**config.mk**
```make
export PLATFORM = sky130hd
export DESIGN_NAME = flp_norm_seq
export DESIGN_NICKNAME = d
export VERILOG_FILES = /design/src/rtl/flp_norm_seq.sv
export SDC_FILE = /design/constraint.sdc
export NUM_CORES = 1
export LEC_CHECK = 0
export CAP_MARGIN = 20
export CELL_PAD_IN_SITES_DETAIL_PLACEMENT = 0
export CELL_PAD_IN_SITES_GLOBAL_PLACEMENT = 1
export CORE_MARGIN = 2
export CORE_UTILIZATION = 28
export CTS_CLUSTER_DIAMETER = 50
export DETAILED_ROUTE_END_ITERATION = 10
export MAX_ROUTING_LAYER = met4
export PLACE_DENSITY = 0.54
export SKIP_CTS_REPAIR_TIMING = 1
export SYNTH_ARGS = -nofsm -noshare
export SYNTH_HDL_FRONTEND = slang
export SYNTH_SLANG_ARGS = --single-unit
```
**constraint.sdc**
```tcl
create_clock -name clk -period 8.3 [get_ports clk]
set_input_delay 1.66 -clock clk [delete_from_list [all_inputs] [get_ports clk]]
set_output_delay 1.66 -clock clk [all_outputs]
set_load 0.02 [all_outputs]
```
**src/rtl/flp_norm_seq.sv**
```systemverilog
// Multi-cycle mantissa normalizer feeding the IEEE-754 single packing stage.
// Define FLP_NORM_ROUND_NEAREST_EN to add a ROUND state (round half to even on the carry path).
module flp_norm_seq #(
  parameter int SHIFT_STEP = 4
) (
  input  logic        clk,
  input  logic        rst_n,
  input  logic        in_valid,
  output logic        in_ready,
  input  logic        in_sign,
  input  logic [7:0]  in_exp,
  input  logic [24:0] in_man,
  output logic        out_valid,
  input  logic        out_ready,
  output logic        out_sign,
  output logic [7:0]  out_exp,
  output logic [22:0] out_frac,
  output logic        out_zero,
  output logic        out_uf,
  output logic        out_of,
  output logic        busy
);

  localparam logic [4:0] STEP = 5'(SHIFT_STEP);

  typedef enum logic [2:0] {
    S_IDLE   = 3'd0,
    S_DETECT = 3'd1,
    S_SHIFT  = 3'd2,
    S_DONE   = 3'd3
`ifdef FLP_NORM_ROUND_NEAREST_EN
    , S_ROUND = 3'd4
`endif
  } state_t;

`ifdef FLP_NORM_ROUND_NEAREST_EN
  localparam state_t S_POST = S_ROUND;
`else
  localparam state_t S_POST = S_DONE;
`endif

  state_t state_reg, state_next;

  logic               sign_reg;
  logic signed [9:0]  exp_reg, exp_step;
  logic [24:0]        man_reg, man_step;
  logic [4:0]         k_reg, k_step;
  logic               zero_reg, zero_step;
  logic               pass_reg, pass_step;
`ifdef FLP_NORM_ROUND_NEAREST_EN
  logic               guard_reg, guard_step;
`endif
  logic [4:0]         lzc;
  logic               lz_zero;
  logic [4:0]         shamt;
  logic [7:0]         fin_exp;
  logic [22:0]        fin_frac;
  logic               fin_zero, fin_uf, fin_of;
  logic               accept, enter_done, leave_done;

  // Leading-one finder: bit 24 is position 0, so the highest set bit wins.
  always_comb begin
    lzc = 5'd0;
    for (int i = 0; i < 25; i++) begin
      if (man_reg[i]) lzc = 5'(24 - i);
    end
  end
  assign lz_zero = (man_reg == 25'd0);

  always_comb begin
    exp_step  = exp_reg;
    man_step  = man_reg;
    k_step    = k_reg;
    zero_step = zero_reg;
    pass_step = pass_reg;
    shamt     = 5'd0;
`ifdef FLP_NORM_ROUND_NEAREST_EN
    guard_step = guard_reg;
`endif
    case (state_reg)
      S_DETECT: begin
        zero_step = lz_zero;
        pass_step = !lz_zero && (exp_reg == 10'sd255);
        if (!lz_zero && !pass_step) begin
          if (lzc == 5'd0) begin
            man_step = man_reg >> 1;
            exp_step = exp_reg + 10'sd1;
`ifdef FLP_NORM_ROUND_NEAREST_EN
            guard_step = man_reg[0];
`endif
          end else begin
            k_step = lzc - 5'd1;
          end
        end
      end
      S_SHIFT: begin
        shamt    = (k_reg < STEP) ? k_reg : STEP;
        man_step = man_reg << shamt;
        exp_step = exp_reg - $signed({5'd0, shamt});
        k_step   = k_reg - shamt;
      end
`ifdef FLP_NORM_ROUND_NEAREST_EN
      S_ROUND: begin
        // Guard is the only dropped bit, so guard=1 is always a tie: round to even.
        if (guard_reg && man_reg[0]) begin
          man_step = man_reg + 25'd1;
          if (man_step[24]) begin
            man_step = man_step >> 1;
            exp_step = exp_reg + 10'sd1;
          end
        end
      end
`endif
      default: ;
    endcase
  end

  // Final packing decision, evaluated on the cycle that enters DONE.
  always_comb begin
    fin_exp  = 8'd0;
    fin_frac = 23'd0;
    fin_zero = 1'b0;
    fin_uf   = 1'b0;
    fin_of   = 1'b0;
    if (zero_step) begin
      fin_zero = 1'b1;
    end else if (pass_step) begin
      fin_exp  = 8'hff;
      fin_frac = man_step[22:0];
    end else if (exp_step <= 10'sd0) begin
      fin_uf   = 1'b1;
      fin_zero = 1'b1;
    end else if (exp_step >= 10'sd255) begin
      fin_of  = 1'b1;
      fin_exp = 8'hff;
    end else begin
      fin_exp  = exp_step[7:0];
      fin_frac = man_step[22:0];
    end
  end

  always_ff @(posedge clk or negedge rst_n) begin
    if (!rst_n) begin
      state_reg <= S_IDLE;
    end else begin
      state_reg <= state_next;
    end
  end

  always_comb begin
    state_next = state_reg;
    case (state_reg)
      S_IDLE:   if (in_valid) state_next = S_DETECT;
      S_DETECT: begin
        if (zero_step || pass_step || (lzc <= 5'd1)) state_next = S_POST;
        else                                         state_next = S_SHIFT;
      end
      S_SHIFT:  if (k_step == 5'd0) state_next = S_POST;
`ifdef FLP_NORM_ROUND_NEAREST_EN
      S_ROUND:  state_next = S_DONE;
`endif
      S_DONE:   if (out_ready) state_next = S_IDLE;
      default:  state_next = S_IDLE;
    endcase
  end

  always_comb begin
    in_ready  = (state_reg == S_IDLE);
    out_valid = (state_reg == S_DONE);
    busy      = (state_reg != S_IDLE);
  end

  assign accept     = in_valid && (state_reg == S_IDLE);
  assign enter_done = (state_next == S_DONE) && (state_reg != S_DONE);
  assign leave_done = (state_reg == S_DONE) && out_ready;

  always_ff @(posedge clk or negedge rst_n) begin
    if (!rst_n) begin
      sign_reg  <= 1'b0;
      exp_reg   <= 10'sd0;
      man_reg   <= 25'd0;
      k_reg     <= 5'd0;
      zero_reg  <= 1'b0;
      pass_reg  <= 1'b0;
`ifdef FLP_NORM_ROUND_NEAREST_EN
      guard_reg <= 1'b0;
`endif
    end else if (accept) begin
      sign_reg  <= in_sign;
      exp_reg   <= $signed({2'b00, in_exp});
      man_reg   <= in_man;
      k_reg     <= 5'd0;
      zero_reg  <= 1'b0;
      pass_reg  <= 1'b0;
`ifdef FLP_NORM_ROUND_NEAREST_EN
      guard_reg <= 1'b0;
`endif
    end else begin
      exp_reg   <= exp_step;
      man_reg   <= man_step;
      k_reg     <= k_step;
      zero_reg  <= zero_step;
      pass_reg  <= pass_step;
`ifdef FLP_NORM_ROUND_NEAREST_EN
      guard_reg <= guard_step;
`endif
    end
  end

  always_ff @(posedge clk or negedge rst_n) begin
    if (!rst_n) begin
      out_sign <= 1'b0;
      out_exp  <= 8'd0;
      out_frac <= 23'd0;
      out_zero <= 1'b0;
      out_uf   <= 1'b0;
      out_of   <= 1'b0;
    end else if (enter_done) begin
      out_sign <= sign_reg;
      out_exp  <= fin_exp;
      out_frac <= fin_frac;
      out_zero <= fin_zero;
      out_uf   <= fin_uf;
      out_of   <= fin_of;
    end else if (leave_done) begin
      out_sign <= 1'b0;
      out_exp  <= 8'd0;
      out_frac <= 23'd0;
      out_zero <= 1'b0;
      out_uf   <= 1'b0;
      out_of   <= 1'b0;
    end
  end

endmodule
```
==> key figures, run 1 <==
STA
  – Endpoints failing hold: 0
  – Final setup vio count: 0
  – Final Critical Period: 5.23 ns
  – Fin. max-slew vios: 0
  – FMAX: 0.191 GHz
  – Worst Max-Slew Pin Slew: 0.953 ns
  – TNS Setup: 0 ns
  – Slew headroom: 0.365
  – Part of the cycle the worst path needs: 0.631
  – Unrepaired setup endpoints after global routing: no
  – Clock skew: 0.0106 ns

Yosys
  – Yosys warns: 0
  – Number of synthesized flops with an enable pin: 0
  – Predominant post-synthesis flop cell: dfrtp_1
  – Syn Inst Count: 683
  – Post-synth top area share: 0.338
  – Synth cell types: 88
  – Area leader, netlist: dfrtp_1
  – Seq/Total Area, Yosys: 0.338
  – FF+latch count, synth: 81
  – Synthesized area: roughly 6000 um^2
  – Mapped Avg Cell Area: 8.79 um^2
  – FFs w/ async S/R, synth: 1.00
  – Synth top area cells: dfrtp_1 34%, mux4_2 6.8%, a21oi_1 4.9%

Setup path
  – Kind of critical path: reg -> reg
  – Req. time, crit path: 8.55 ns
  – R2r worst-path depth: 18
  – CP max-delay cell: inv_1
  – R2R Setup Slk: 3.07 ns
  – CP cell instances: nor2_1, nand2_1, buf_4, inv_1, and2_1, buf_4, ha_1, inv_1, fa_1, a211o_1, and2_1, or4_1, o311ai_1, and3b_1, a41oi_2, o211ai_2, buf_4, o32ai_1
  – Critical path depth in cells: 18
  – Most common cell on crit path: buf_4
  – Critical Path Sink: out_frac[6]
  – Critical Path End Type: flip-flop
  – Top delay family on crit path: simple AND/OR/NAND/NOR gates
  – Crit path from: k_reg[4]
  – WP data arrival: approximately 5.5 ns
  – Slowest stage delay, CP: 0.48 ns
  – FF-to-FF End: out_frac[6]
  – Worst Path Max Fanout: 27
  – CP startpoint kind: flip-flop
  – FF-to-FF Start: k_reg[4]
  – Crit path buf inv count: 5

Final layout
  – Max FFs per register: 25
  – Non-Filler Instances: 999
  – Area Overhead vs Synth: 20.2%
  – Layout cell share with drive strength beyond 1: 0.106
  – Filler Cell Count: 2177
  – Layout Nets: 770
  – ANT cells: 0

Global routing
  – Total gr overflow: 0
  – Number of antenna violations at the first check in global routing: 0
  – First-pass GRT wire length: ~32000 um
  – GRT Util Overall: 0.191
  – Vias in the first global route: 5671
  – Pin count of the biggest net entering global routing: 82

Place
  – Port bufs: 75
  – GP Congestion: 0.860
  – Hpwl dp: 13900 um
  – Placed Instances: 983

Clock network
  – Clock Tree Root: clkbuf_16
  – Clock-pin slew on the worst setup and hold paths: 0.07 ns
  – CTS tree: built
  – Longest Clk Path Bufs: 2
  – CTS Sinks: 81
  – H-Tree Depth: 3
  – CTS buffer count: 9
  – Worst-Skew Late Latency: 0.36 ns

Routing
  – Post-Route WL: around 20000 um
  – DRC Markers: 0
  – DR iter-0 viols: 482
  – Vias: 5504
  – Drt pass-1 iters: 5
  – Final ANT Viol Nets: 0
  – Wire length per cell: 20.1 um
  – Vias per cell: 5.51

Floorplanning
  – Ports: 76
  – Die span in x: 150 um
  – Die Area: 22600 um^2
  – Row count: 53
  – CORE AREA: 21000 um^2
  – Die height: 150 um
  – Starting Density: 0.286

Outcome
  – Status: finished clean

Power
  – VDD IR-drop max: about 0.00015 V
  – Leakage Power: ~2.8 nW
  – Cell Pwr Density: 398 nW/um^2
  – Tot Pwr: 0.00287 W

Run
  – Max-Cap Viols: 0

Min path
  – Worst min path class: reg -> reg
power breakdown:
part           internal, W  total, W  leakage [nW]  switching [W]
combinational     0.000716   0.00160          1.69       0.000880
sequential        0.000566  0.000865          1.02       0.000299
clock             0.000232  0.000410         0.139       0.000178
worst reg2reg max path: cells and delay by family (launching register included):
kind | cells | cell delay, ns
and+or+nand+nor | 6 | 1.43
AOI/OAI and AO/OA | 5 | 1.16
adders and majority gates | 2 | 0.72
DFF | 1 | 0.42
buffers and inverters | 5 | 1.40
per-layer routing:
metal  GRT usage  part of all wire
met1       0.279              0.52
met2       0.279              0.44
met3      0.0270             0.035
met4      0.0439            0.0087
met5           -                 0
cells in the mapped netlist (all sizes together), types with 10 or more instances:
| cell | n |
|---|---|
| a21boi | 11 |
| a21oi | 59 |
| a22o | 12 |
| buf | 23 |
| clkbuf | 42 |
| dfrtp | 81 |
| ha | 11 |
| inv | 41 |
| mux2i | 11 |
| mux4 | 19 |
| nand2 | 65 |
| nand3 | 10 |
| nor2 | 61 |
| nor3 | 13 |
| nor4 | 12 |
| o21ai | 36 |
| o32ai | 24 |
worst min path at each step:
stage               startpoint          to  slack [ns]  cells after the start
floorplan             sign_reg    out_sign        0.48                      2
global placement    out_exp[1]  out_exp[1]        0.49                      1
detailed placement  out_exp[0]  out_exp[0]        0.49                      1
CTS                 out_exp[5]  out_exp[5]        0.51                      1
global route        out_exp[5]  out_exp[5]        0.52                      1
finish              out_exp[5]  out_exp[5]        0.50                      1
cell type report:
| type | count | area (um^2) | share of cell area |
|---|---|---|---|
| Clock inverter | 5 | 56.3 | 0.00780 |
| Inverter | 41 | 154 | 0.0213 |
| Tap cell | 275 | 344 | 0.0477 |
| Timing Repair Buffer | 88 | 862 | 0.119 |
| Sequential cell | 81 | 2030 | 0.281 |
| Clock buffer | 10 | 229 | 0.0317 |
| Multi-Input combinational cell | 499 | 3550 | 0.491 |
logic make-up (layout without fill, tap and decap cells):
group | Yosys count | count (layout) | share of synthesized area
AOI/OAI and AO/OA | 225 | 225 | 0.276
other | 2 | 5 | 0.00125
DFF | 81 | 81 | 0.338
buffers and inverters | 106 | 144 | 0.0750
and+or+nand+nor | 223 | 223 | 0.188
muxes | 31 | 31 | 0.0921
adders and majority gates | 12 | 12 | 0.0263
xor gates and xnor gates | 3 | 3 | 0.00438
stage by stage:
step / util / cell area [um^2] / hold WS, ns / setup WS (ns)
after CTS: 0.342 / 7200 / 0.507 / 2.97
after global placement: 0.328 / 6900 / 0.486 / 3.08
after floorplan: - / 6020 / 0.484 / 4.10
after detailed placement: 0.329 / 6910 / 0.485 / 3.03
final: 0.343 / 7220 / 0.500 / 3.07
after global routing: 0.343 / 7220 / 0.520 / 2.65
placed cells by master (no fill, tap or decap), types with 12 or more instances in the layout:
master	count
dfrtp_1	81
clkdlybuf4s50_1	74
nand2_1	65
nor2_1	61
a21oi_1	59
inv_1	40
o21ai_0	35
o32ai_1	22
mux4_2	18
nor3_1	12
nor4_1	12
buf_4	12
(Power assumes the default switching activity.)
==> run 2: changes to the inputs <==
==> constraint.sdc (replaced) <==
create_clock -name clk -period 5.2 [get_ports clk]
set_input_delay 1.04 -clock clk [delete_from_list [all_inputs] [get_ports clk]]
set_output_delay 1.04 -clock clk [all_outputs]
set_load 0.02 [all_outputs]
==> key figures, run 2 (synthesized netlist as in run 1, its figures left out) <==
Outcome
  – Status: finished clean

Place
  – Hpwl dp: 13600 um (-1.7%)
  – Port bufs: 75 (unchanged)
  – GP Congestion: 0.827 (-3.8%)

Floorplanning
  – Row count: 53 (unchanged)
  – CORE AREA: 21000 um^2 (unchanged)
  – Starting Density: 0.286 (unchanged)
  – Die height: 150 um (unchanged)
  – Ports: 76 (unchanged)
  – Die span in x: 150 um (unchanged)
  – Die Area: 22600 um^2 (unchanged)

Clock network
  – CTS Sinks: 81 (unchanged)
  – H-Tree Depth: 3 (unchanged)
  – CTS tree: built
  – Clock-pin slew on the worst setup and hold paths: 0.07 ns (about the same)
  – Clock Tree Root: clkbuf_16
  – Longest Clk Path Bufs: 2 (unchanged)
  – Worst-Skew Late Latency: 0.35 ns (about the same)
  – CTS buffer count: 9 (unchanged)

Routing
  – DRC Markers: 0 (unchanged)
  – M1 wire length: 9950 um (-4.4%)
  – Top Metal Used: met4
  – Final ANT Viol Nets: 0 (unchanged)
  – Vias: 5548 (+0.80%)
  – Vias per cell: 5.53 (+0.40%)
  – Post-Route WL: 19800 um (-1.5%)
  – Drt pass-1 iters: 7 (+2)
  – Wire length per cell: 19.7 um (-1.9%)
  – DR iter-0 viols: 456 (-5.4%)
  – Routed met3 length: 914 um (+29%)
  – Met2 wire len: 8730 um (-0.47%)

Global routing
  – Number of antenna violations at the first check in global routing: 0 (unchanged)
  – Vias in the first global route: 5456 (-3.8%)
  – Pin count of the biggest net entering global routing: 82 (unchanged)
  – First-pass GRT wire length: 31600 um (-2.6%)
  – GRT Util Overall: 0.187 (-0.00383)
  – Total gr overflow: 0 (unchanged)

STA
  – Slew headroom: 0.408 (+0.0428)
  – Endpoints failing hold: 0 (unchanged)
  – Worst Max-Slew Pin Slew: 0.885 ns (-0.0675 ns)
  – Part of the cycle the worst path needs: 0.859 (+0.229)
  – Unrepaired setup endpoints after global routing: no
  – Final Critical Period: 4.47 ns (-0.765 ns)
  – TNS Setup: 0 ns (unchanged)
  – Clock skew: 0.00855 ns (-0.00208 ns)
  – FMAX: 0.224 GHz (+17%)
  – Final setup vio count: 0 (unchanged)
  – Fin. max-slew vios: 0 (unchanged)

Power
  – Switching share of power: 0.463 (-0.0100)
  – Cell Pwr Density: 637 nW/um^2 (+60%)
  – Leakage Power: 2.88 nW (+1.2%)
  – Switching pwr: 0.00215 W (+58%)
  – Combinational fraction of design power: 0.549 (-0.007)
  – Clk pwr share: 0.156 (+0.013)
  – VDD IR-drop max: 0.000209 V (+40%)
  – Tot Pwr: 0.00464 W (+62%)
  – P_int: 0.00249 W (+65%)
  – Sequential power share: 0.295 (-0.006)

Setup path
  – CP startpoint kind: flip-flop
  – Req. time, crit path: 5.41 ns (-3.14 ns)
  – R2R Setup Slk: 0.73 ns (-2.33 ns)
  – Worst Path Max Fanout: 23 (-15%)
  – CP max-delay cell: or4_1
  – Slowest stage delay, CP: 0.58 ns (+0.10 ns)
  – Kind of critical path: reg -> reg
  – FF-to-FF Start: man_reg[16]
  – Crit path from: man_reg[16]
  – WP data arrival: 4.68 ns (-0.80 ns)
  – CP cell instances: or4_1, nor3_1, a21oi_1, or3_2, ha_1, o41a_1, o31ai_2, o32ai_1, or4_1, and4bb_1, a41oi_2, o211ai_2, buf_4, o32ai_1
  – Critical Path End Type: flip-flop

Final layout
  – Area Overhead vs Synth: 21.4%
  – Most frequent cells in the layout: 81 x dfrtp_1, 74 x clkdlybuf4s50_1, 65 x nand2_1
  – ANT cells: 0 (unchanged)
  – Layout Nets: 773 (+0.39%)
  – Filler Cell Count: 2197 (+0.92%)
  – Most common cell after layout, fill and taps aside: dfrtp_1
  – Max FFs per register: 25 (unchanged)
  – Layout cell share with drive strength beyond 1: 0.111 (+0.00491)

Run
  – Max-Cap Viols: 0 (unchanged)

Min path
  – Worst min path class: reg -> reg
  – Worst hold path startpoint: out_exp[6]
[run 2: changes by cell type in the layout (fill, tap and decap cells not counted), sizes merged]
cell	before	now
buf	14	17
clkinv	2	0
bufinv	1	2
clkbuf	10	11
inv	42	43
[run 2: cell type report]
cell class,count,area [um^2],area share
Clock buffer,11,243,0.0333
Clock inverter,5,85.1,0.0117
Tap cell,275,344,0.0472
Timing Repair Buffer,91,888,0.122
Inverter,41,154,0.0211
Sequential cell,81,2030,0.278
Multi-Input combinational cell,499,3550,0.487
[run 2: power groups by stage]
stage / logic (W) / registers (W) / clock network, W
floorplan: 0.00186 / 0.00122 / 0
global placement: 0.00252 / 0.00137 / 0
detailed placement: 0.00253 / 0.00137 / 0
CTS: 0.00256 / 0.00136 / 0.000753
global route: 0.00281 / 0.00142 / 0.000775
finish: 0.00255 / 0.00137 / 0.000724
[run 2: routing by layer]
layer,global-route usage,up-vias
li1,-,2625
met1,0.278,2762
met2,0.265,150
met3,0.0270,11
met4,0.0476,0
met5,-,-
[run 2: critical path: cells and delay by family, from the launching register on]
kind | cells | cell delay [ns]
AOI/OAI and AO/OA | 7 | 1.08
adders and majority gates | 1 | 0.27
buffers and inverters | 1 | 0.32
DFF | 1 | 0.51
and+or+nand+nor | 5 | 2.10
[run 2: worst paths after layout]
kind,endpoint,cells past startpoint
max,out_frac[17],14
min,out_exp[6],1
max reg2reg,out_frac[17],14
min reg2reg,out_exp[6],1
max in group asynchronous,exp_reg[6],2
min in group asynchronous,out_frac[11],1
[run 2: through the flow]
stage | util | cells | setup WS (ns) | area (um^2) | hold WS, ns
final | 0.347 | 1003 | 0.731 | 7290 | 0.499
after detailed placement | 0.330 | 986 | 0.766 | 6930 | 0.485
after global routing | 0.347 | 1003 | 0.351 | 7290 | 0.516
after floorplan | - | 686 | 1.00 | 6020 | 0.484
after CTS | 0.345 | 1002 | 0.735 | 7260 | 0.506
after global placement | 0.330 | 986 | 0.786 | 6930 | 0.485
